==> src/rtl/unibus_master_if.sv <==
// unibus_master_if: host request/response and Unibus master-side signals for unibus_master.
interface unibus_master_if;
   logic        req_start;
   logic [17:0] req_addr;
   logic        req_write;
   logic        req_byte;
   logic [15:0] req_wdata;
   logic        busy;
   logic        done;
   logic        nxm;
   logic [15:0] rdata;
   logic [17:0] a_out_h;
   logic [1:0]  c_out_h;
   logic [15:0] d_out_h;
   logic        msyn_out_h;
   logic        ssyn_in_h;
   logic [15:0] d_in_h;
   modport master (
      input  req_start, req_addr, req_write, req_byte, req_wdata, ssyn_in_h, d_in_h,
      output busy, done, nxm, rdata, a_out_h, c_out_h, d_out_h, msyn_out_h
   );
   modport slave (
      output req_start, req_addr, req_write, req_byte, req_wdata, ssyn_in_h, d_in_h,
      input  busy, done, nxm, rdata, a_out_h, c_out_h, d_out_h, msyn_out_h
   );
endinterface

==> src/rtl/unibus_master.sv <==
// unibus_master: runs one DATI/DATO/DATOB Unibus cycle per host request.
// UNIBUS_MASTER_TIMEOUT_EN enables the NXM timeout; otherwise MSYN waits for SSYN forever.
module unibus_master #(
   parameter int DESKEW  = 15,
   parameter int HOLD    = 10,
   parameter int TIMEOUT = 1000
) (
   input logic             clk,
   input logic             rst,
   unibus_master_if.master bus
);
   localparam logic [15:0] C_DESKEW  = (DESKEW == 0) ? 16'd1 : 16'(DESKEW);
   localparam logic [15:0] C_HOLD    = (HOLD == 0) ? 16'd1 : 16'(HOLD);
   localparam logic [15:0] C_TIMEOUT = (TIMEOUT == 0) ? 16'd1 : 16'(TIMEOUT);
   typedef enum logic [2:0] {S_IDLE, S_SETUP, S_MSYN, S_RELEASE, S_HOLD, S_DONE} state_t;
   state_t      r_state;
   logic [15:0] r_cnt;
   logic        r_busy;
   logic        r_done;
   logic        r_nxm;
   logic [15:0] r_rdata;
   logic [17:0] r_a;
   logic [1:0]  r_c;
   logic [15:0] r_d;
   logic        r_msyn;
   assign bus.busy       = r_busy;
   assign bus.done       = r_done;
   assign bus.nxm        = r_nxm;
   assign bus.rdata      = r_rdata;
   assign bus.a_out_h    = r_a;
   assign bus.c_out_h    = r_c;
   assign bus.d_out_h    = r_d;
   assign bus.msyn_out_h = r_msyn;
   always_ff @(posedge clk) begin
      if (rst) begin
         r_state <= S_IDLE;
         r_cnt   <= '0;
         r_busy  <= 1'b0;
         r_done  <= 1'b0;
         r_nxm   <= 1'b0;
         r_rdata <= '0;
         r_a     <= '0;
         r_c     <= '0;
         r_d     <= '0;
         r_msyn  <= 1'b0;
      end else begin
         case (r_state)
            S_IDLE: begin
               r_done <= 1'b0;
               if (bus.req_start) begin
                  r_busy  <= 1'b1;
                  r_a     <= bus.req_addr;
                  r_c     <= bus.req_write ? {1'b1, bus.req_byte} : 2'b00;
                  r_d     <= bus.req_write ? bus.req_wdata : 16'd0;
                  r_cnt   <= C_DESKEW;
                  r_state <= S_SETUP;
               end
            end
            S_SETUP: begin
               // a slave still holding SSYN from a previous cycle restarts the deskew
               if (bus.ssyn_in_h) r_cnt <= C_DESKEW;
               else if (r_cnt == 16'd0) begin
                  r_msyn  <= 1'b1;
                  r_cnt   <= C_TIMEOUT;
                  r_state <= S_MSYN;
               end else r_cnt <= r_cnt - 16'd1;
            end
            S_MSYN: begin
               if (bus.ssyn_in_h) begin
                  if (!r_c[1]) r_rdata <= bus.d_in_h;
                  r_msyn  <= 1'b0;
                  r_nxm   <= 1'b0;
                  r_state <= S_RELEASE;
               end
`ifdef UNIBUS_MASTER_TIMEOUT_EN
               else if (r_cnt <= 16'd1) begin
                  r_msyn  <= 1'b0;
                  r_nxm   <= 1'b1;
                  r_rdata <= '0;
                  r_cnt   <= C_HOLD;
                  r_state <= S_HOLD;
               end else r_cnt <= r_cnt - 16'd1;
`endif
            end
            S_RELEASE: begin
               if (!bus.ssyn_in_h) begin
                  r_cnt   <= C_HOLD;
                  r_state <= S_HOLD;
               end
            end
            S_HOLD: begin
               if (r_cnt == 16'd0) begin
                  r_a     <= '0;
                  r_c     <= '0;
                  r_d     <= '0;
                  r_state <= S_DONE;
               end else r_cnt <= r_cnt - 16'd1;
            end
            S_DONE: begin
               r_done  <= 1'b1;
               r_busy  <= 1'b0;
               r_state <= S_IDLE;
            end
            default: r_state <= S_IDLE;
         endcase
      end
   end
endmodule

==> src/flat_wrapper.sv <==
// flat-port wrapper written by rule: the top's interface ports become plain ports
module unibus_master_flat 
#(
   parameter int DESKEW  = 15,
   parameter int HOLD    = 10,
   parameter int TIMEOUT = 1000
)
  (clk, rst, bus_req_start, bus_req_addr, bus_req_write, bus_req_byte, bus_req_wdata, bus_ssyn_in_h, bus_d_in_h, bus_busy, bus_done, bus_nxm, bus_rdata, bus_a_out_h, bus_c_out_h, bus_d_out_h, bus_msyn_out_h);
  unibus_master_if bus_i ();
  input logic clk;
  input logic rst;
  input wire logic [$bits(bus_i.req_start)-1:0] bus_req_start;
  input wire logic [$bits(bus_i.req_addr)-1:0] bus_req_addr;
  input wire logic [$bits(bus_i.req_write)-1:0] bus_req_write;
  input wire logic [$bits(bus_i.req_byte)-1:0] bus_req_byte;
  input wire logic [$bits(bus_i.req_wdata)-1:0] bus_req_wdata;
  input wire logic [$bits(bus_i.ssyn_in_h)-1:0] bus_ssyn_in_h;
  input wire logic [$bits(bus_i.d_in_h)-1:0] bus_d_in_h;
  output wire logic [$bits(bus_i.busy)-1:0] bus_busy;
  output wire logic [$bits(bus_i.done)-1:0] bus_done;
  output wire logic [$bits(bus_i.nxm)-1:0] bus_nxm;
  output wire logic [$bits(bus_i.rdata)-1:0] bus_rdata;
  output wire logic [$bits(bus_i.a_out_h)-1:0] bus_a_out_h;
  output wire logic [$bits(bus_i.c_out_h)-1:0] bus_c_out_h;
  output wire logic [$bits(bus_i.d_out_h)-1:0] bus_d_out_h;
  output wire logic [$bits(bus_i.msyn_out_h)-1:0] bus_msyn_out_h;
  assign bus_i.req_start = bus_req_start;
  assign bus_i.req_addr = bus_req_addr;
  assign bus_i.req_write = bus_req_write;
  assign bus_i.req_byte = bus_req_byte;
  assign bus_i.req_wdata = bus_req_wdata;
  assign bus_i.ssyn_in_h = bus_ssyn_in_h;
  assign bus_i.d_in_h = bus_d_in_h;
  assign bus_busy = bus_i.busy;
  assign bus_done = bus_i.done;
  assign bus_nxm = bus_i.nxm;
  assign bus_rdata = bus_i.rdata;
  assign bus_a_out_h = bus_i.a_out_h;
  assign bus_c_out_h = bus_i.c_out_h;
  assign bus_d_out_h = bus_i.d_out_h;
  assign bus_msyn_out_h = bus_i.msyn_out_h;
  unibus_master #(.DESKEW(DESKEW), .HOLD(HOLD), .TIMEOUT(TIMEOUT)) u_core (.clk(clk), .rst(rst), .bus(bus_i));
endmodule
==> config.mk <==
export PLATFORM = sky130hd
export DESIGN_NAME = unibus_master_flat
export DESIGN_NICKNAME = d
export VERILOG_FILES = /design/src/rtl/unibus_master_if.sv /design/src/rtl/unibus_master.sv /design/src/flat_wrapper.sv
export SDC_FILE = /design/constraint.sdc
export NUM_CORES = 1
export LEC_CHECK = 0
export BUFFER_PORTS_ARGS = -buffer_cell sky130_fd_sc_hd__buf_2
export CORE_UTILIZATION = 30
export CTS_CLUSTER_SIZE = 10
export DETAILED_ROUTE_END_ITERATION = 8
export PLACE_DENSITY = 0.6
export SETUP_SLACK_MARGIN = 0.2
export SYNTH_ARGS = -nofsm -noshare
export SYNTH_HDL_FRONTEND = slang
export SYNTH_SLANG_ARGS = --single-unit
==> constraint.sdc <==
create_clock -name clk -period 2.6 [get_ports clk]
set_input_delay 0.13 -clock clk [delete_from_list [all_inputs] [get_ports clk]]
set_output_delay 0.13 -clock clk [all_outputs]
set_load 0.1 [all_outputs]
# == Yosys cells after proc, flatten, opt, wreduce, memory -nomap -nowiden ==
# Cells that the tools add are included.
# word_totals
register_bits,74
input_bits,56
elab_cells,66
# classes
addsub,1
eq_ne,12
mux,31
bitwise_logic,1
n_reduce_logical,12
# ops
op,count
2-to-1 mux 16 bit,8
case mux 16 bit (4 select lines),1
2-to-1 mux 18 bit,2
case mux 18 bit (2 select lines),1
case mux 16 bit (2 select lines),1
2-to-1 mux 3 bit,6
zero test 16 bit,1
subtractor 16 x 1 -> 16 bit (second input constant),1
case mux 3 bit (5 select lines),1
inequality test 2 bit (second input constant),5
AND reduction 4 bit,2
== test 3 x 2 -> 1 bit (second input constant),2
== test 3 bit (second input constant),2
2-to-1 mux 2 bit,3
case mux 1 bit (2 select lines),3
AND reduction 3 bit,2
AND reduction 6 bit,1
nonzero test 2 bit,3
2-to-1 mux 1 bit,4
inequality test 2 x 1 -> 1 bit (second input constant),2
case mux 2 bit (2 select lines),1
nonzero test 4 bit,1
== test 3 x 1 -> 1 bit (second input constant),1
zero test 3 bit,1
other kinds (2),2

# == Logic depth before layout (Yosys ltp) ==
# logic_depth
ltp_word,4
depth_mapped,9

# == Worst setup path before layout ==
# OpenSTA, ideal clock, no wires.
# synth_path
kind,reg2reg
startpoint,register u_core.r_c[1] (netlist: u_core.bus.c_out_h[1])
endpoint,register u_core.r_rdata[6] (netlist: u_core.bus.rdata[6])
setup_ps,70
t_arrival_ps,1913
required_time_ps,2530
path_slack_ps,617
stages_incl_launch_ff,6
path_buffers,2
cell_sequence,dfxtp_1 -> or4_1 -> clkbuf_1 -> clkbuf_1 -> nand2_1 -> a21oi_1
# synth_via
elab_chain_cells,2
# synth_lines
element,line_no,rtl
start: declaration,unibus_master.sv:23,logic [1:0] r_c;
start signal: assignment,unibus_master.sv:53,"r_c <= bus.req_write ? {1'b1, bus.req_byte} : 2'b00;"
inverter 1 bit (no source line),-,
AND reduction 3 bit (no source line),-,
end signal: assignment,unibus_master.sv:70,if (!r_c[1]) r_rdata <= bus.d_in_h;
end: declaration,unibus_master.sv:21,logic [15:0] r_rdata;
# Every way passes these cells.
# A chain may end at the register's enable or synchronous reset.

# == Final worst setup path ==
# layout_path
startpoint,register u_core.r_cnt[0]
endpoint,register u_core.r_d[10] (netlist: u_core.bus.d_out_h[10])
# layout_via
elab_chain_cells,3
# layout_lines
element,line_no,rtl
start: declaration,unibus_master.sv:17,logic [15:0] r_cnt;
start signal: assignment,unibus_master.sv:66,end else r_cnt <= r_cnt - 16'd1;
start signal: assignment,unibus_master.sv:97,end else r_cnt <= r_cnt - 16'd1;
zero test 16 bit,unibus_master.sv:92,if (r_cnt == 16'd0) begin
inequality test 2 x 1 -> 1 bit (no source line),-,
AND reduction 3 bit (no source line),-,
end signal: assignment,unibus_master.sv:54,r_d <= bus.req_write ? bus.req_wdata : 16'd0;
end: declaration,unibus_master.sv:24,logic [15:0] r_d;
# Every way passes these cells.

==> results.sh <==
export IMPL_ios=112
export IMPL_final_common_cell="buf_2"
export IMPL_gp_congestion=0.820
export IMPL_post_synth_top_area_cell="dfxtp_1"
export IMPL_synth_nets=435
export IMPL_crit_type="flop to flop"
export IMPL_required_ns=2.89
export IMPL_endpoint_kind="flop"
export IMPL_grt_max_degree=28
export IMPL_yosys_top_cells_area="dfxtp_1 (46%), a21oi_1 (8.0%), nand2_1 (6.3%), nor2_1 (4.9%), a22oi_1 (4.0%)"
export IMPL_dr_total_vias=3176
export IMPL_cts_tree="yes"
export IMPL_initial_core_util=0.310
export IMPL_finalNetCount=549
export IMPL_cts_htree_levels=3
export IMPL_antenna_found_initial=0
export IMPL_wire_per_inst_um=13.1
export IMPL_finalPower_mw=2.85
export IMPL_clkLatencyLatePin_ns=0.36
export IMPL_cts_sinks=74
export IMPL_clock_skew_ns=0.0173
export IMPL_leakagePower_nw=1.75
export IMPL_busiest_layer="met2"
export IMPL_nFillCells=1046
export IMPL_syn_inst=378
export IMPL_synth_edf_count=0
export IMPL_post_route_period_util=0.846
export IMPL_synth_top_family_by_area="simple AND/OR/NAND/NOR gates"
export IMPL_synth_xor_area_share=0.0110
export IMPL_hold_path_class="input pin to flop"
export IMPL_final_hold_viol_count=1
export IMPL_slew_viol_final=0
export IMPL_die_h_um=105
export IMPL_gr_usage_met2=0.242
export IMPL_power_density_nw_per_um2=686
export IMPL_finalSetupViolCount=0
export IMPL_grtUsageTotal=0.152
export IMPL_max_cap_violations=0
export IMPL_arrival_ns=2.50
export IMPL_hold_slack_ns=-0.00215
export IMPL_yosys_area_share_simple=0.262
export IMPL_die_area_um2=11100
export IMPL_post_cts_buffers=0
export IMPL_coreArea_um2=10300
export IMPL_grt_use_met3=0.0433
export IMPL_crit_chain="inv_1 > ha_1 > nor4b_2 > and4_4 > a21oi_2 > a22oi_1 > nor2_1"
export IMPL_violations="hold timing"
export IMPL_cts_root_buffer_cell="clkbuf_8"
export IMPL_die_w_um=105
export IMPL_use_met1=0.194
export IMPL_mostFrequentLayoutCells="buf_2 (110), dfxtp_1 (74), nand2_1 (54)"
export IMPL_yosys_area_top_type_share=0.463
export IMPL_synth_warnings=0
export IMPL_dp_cells=604
export IMPL_cp_slowest_cell="a21oi_2"
export IMPL_drtIter0Drc=302
export IMPL_start_kind="flop"
export IMPL_tightestPinTransition_ns=0.834
export IMPL_drt_first_pass_iters=4
export IMPL_grt_pass1_vias=2980
export IMPL_hpwl_um=5580
export IMPL_stdcell_count=633
export IMPL_wirelength_um=8290
export IMPL_ys_async_sr_fraction=0
export IMPL_yosysSeqAreaShare=0.463
export IMPL_overflow=0
export IMPL_cts_made_buffers=9
export IMPL_syn_avg_cell_area_um2=8.46
export IMPL_cts_buffer_depth=2
export IMPL_area_growth_pct=29.8
export IMPL_path_clk_slew_ns=0.09
export IMPL_synthAdderAreaFrac=0.00391
export IMPL_via_per_inst=5.02
export IMPL_rows=37
export IMPL_synth_seq_cells=74
export IMPL_cts_resized=0
export IMPL_ir_drop_uv=382
export IMPL_relSlewSlack=0.444
export IMPL_tns_ns=0
export IMPL_path_delay_family="compound AO/OA/AOI/OAI gates"
export IMPL_grt_pass1_wl_um=13600
export IMPL_synth_cell_type_count=62
export IMPL_io_buffers=110
export IMPL_route_detailed_drc=0
export IMPL_drive_above_1_share=0.302
export IMPL_synth_compound_area_share=0.215
export IMPL_synth_area_um2=3200
export IMPL_synthMuxAreaShare=0
export IMPL_ys_flop_type="dfxtp_1"
export IMPL_ant_nets=0
export IMPL_rsz0062_at_grt="false"
export IMPL_clock_fmax_mhz=454
export IMPL_max_stage_delay_ns=0.66
export IMPL_worstPathMaxFanout=18
export IMPL_crit_buf_inv=1
export IMPL_min_period_ns=2.20
export IMPL_antennaDiodeCount=0
export IMPL_outcome="finished with violations"
[layer usage]
metal  share of wire  vias to the layer above  routed length, um
met2            0.46                      111               3820
li1                -                     1566                  -
met5               0                        -                  0
met3           0.067                       10                552
met4           0.012                        0                102
met1            0.46                     1489               3810
[worst register-to-register path: cells and delay by family, from the launching register on]
family,cells,cell delay (ns)
compound gates,2,0.83
buf+inv,1,0.06
flops,1,0.41
fa+ha+maj,1,0.27
simple gates,3,0.56
[final timing paths]
kind	start	cells after the start	endpoint	slack (ns)
worst max register to register	u_core.r_cnt[0]	7	u_core.bus.d_out_h[10]	0.40
worst min-delay path	bus_req_addr[2]	3	u_core.bus.a_out_h[2]	-0.002
worst max-delay path	u_core.r_cnt[0]	7	u_core.bus.d_out_h[10]	0.40
worst min register to register	u_core.bus.rdata[6]	2	u_core.bus.rdata[6]	0.45
[sequential cells by signal (all words and copies together), names as in the netlist]
register	count
u_core.bus.done	1
u_core.bus.a_out_h	18
u_core.r_state	3
u_core.bus.d_out_h	16
u_core.bus.msyn_out_h	1
u_core.bus.c_out_h	2
u_core.bus.busy	1
u_core.r_cnt	16
u_core.bus.rdata	16
[cell type report]
cell class / count / area (um2) / share of cell area
Inverter: 4 / 15.0 / 0.00361
Clock buffer: 10 / 128 / 0.0307
Clock inverter: 6 / 65.1 / 0.0157
Sequential cell: 74 / 1480 / 0.357
Timing Repair Buffer: 127 / 711 / 0.171
Multi-Input combinational cell: 276 / 1580 / 0.381
Tap cell: 136 / 170 / 0.0410
[stage by stage]
step	utilization	setup slack, ns	area (um2)
2_1_floorplan	-	0.617	3200
3_3_place_gp	0.371	0.509	3830
3_5_place_dp	0.371	0.426	3830
4_1_cts	0.399	0.400	4120
5_1_grt	0.402	0.214	4150
6_report	0.402	0.400	4150
[synth_stat cells (2+ instances only)]
| master | instances |
|---|---|
| nor3_1 | 7 |
| nor4_2 | 3 |
| nand4_1 | 3 |
| nand2_1 | 54 |
| o22ai_1 | 2 |
| o21ai_0 | 7 |
| a21oi_2 | 3 |
| inv_1 | 4 |
| a21oi_1 | 51 |
| o21bai_1 | 2 |
| clkbuf_1 | 12 |
| and3_1 | 2 |
| o31ai_1 | 4 |
| nor2b_1 | 4 |
| nor2_1 | 42 |
| and2_1 | 2 |
| or4_1 | 3 |
| nand3_1 | 22 |
| nand2b_1 | 4 |
| a211o_1 | 2 |
| dfxtp_1 | 74 |
| a22oi_1 | 17 |
| xnor2_1 | 4 |
| buf_2 | 9 |
| nor4_1 | 4 |
[timing repair]
| item | 4_1_cts | 5_1_grt |
|---|---|---|
| setup endpoints to repair | 0 | 0 |
| hold endpoints to repair | 10 | 3 |
| hold buffers | 10 | 3 |
[logic make-up (layout without fill, tap and decap cells)]
kind of cell | after synthesis | in the layout
fa+ha+maj | 1 | 1
compound gates | 105 | 105
flops | 74 | 74
other cells | 1 | 1
xor+xnor | 4 | 4
buf+inv | 28 | 147
simple gates | 165 | 165
[where the power goes]
part           total [mW]  internal (mW)  switching (mW)
logic               0.717          0.197           0.520
clock network       0.886          0.445           0.441
registers            1.25           1.19          0.0576
Note: power is estimated with default switching activity, not from simulation.
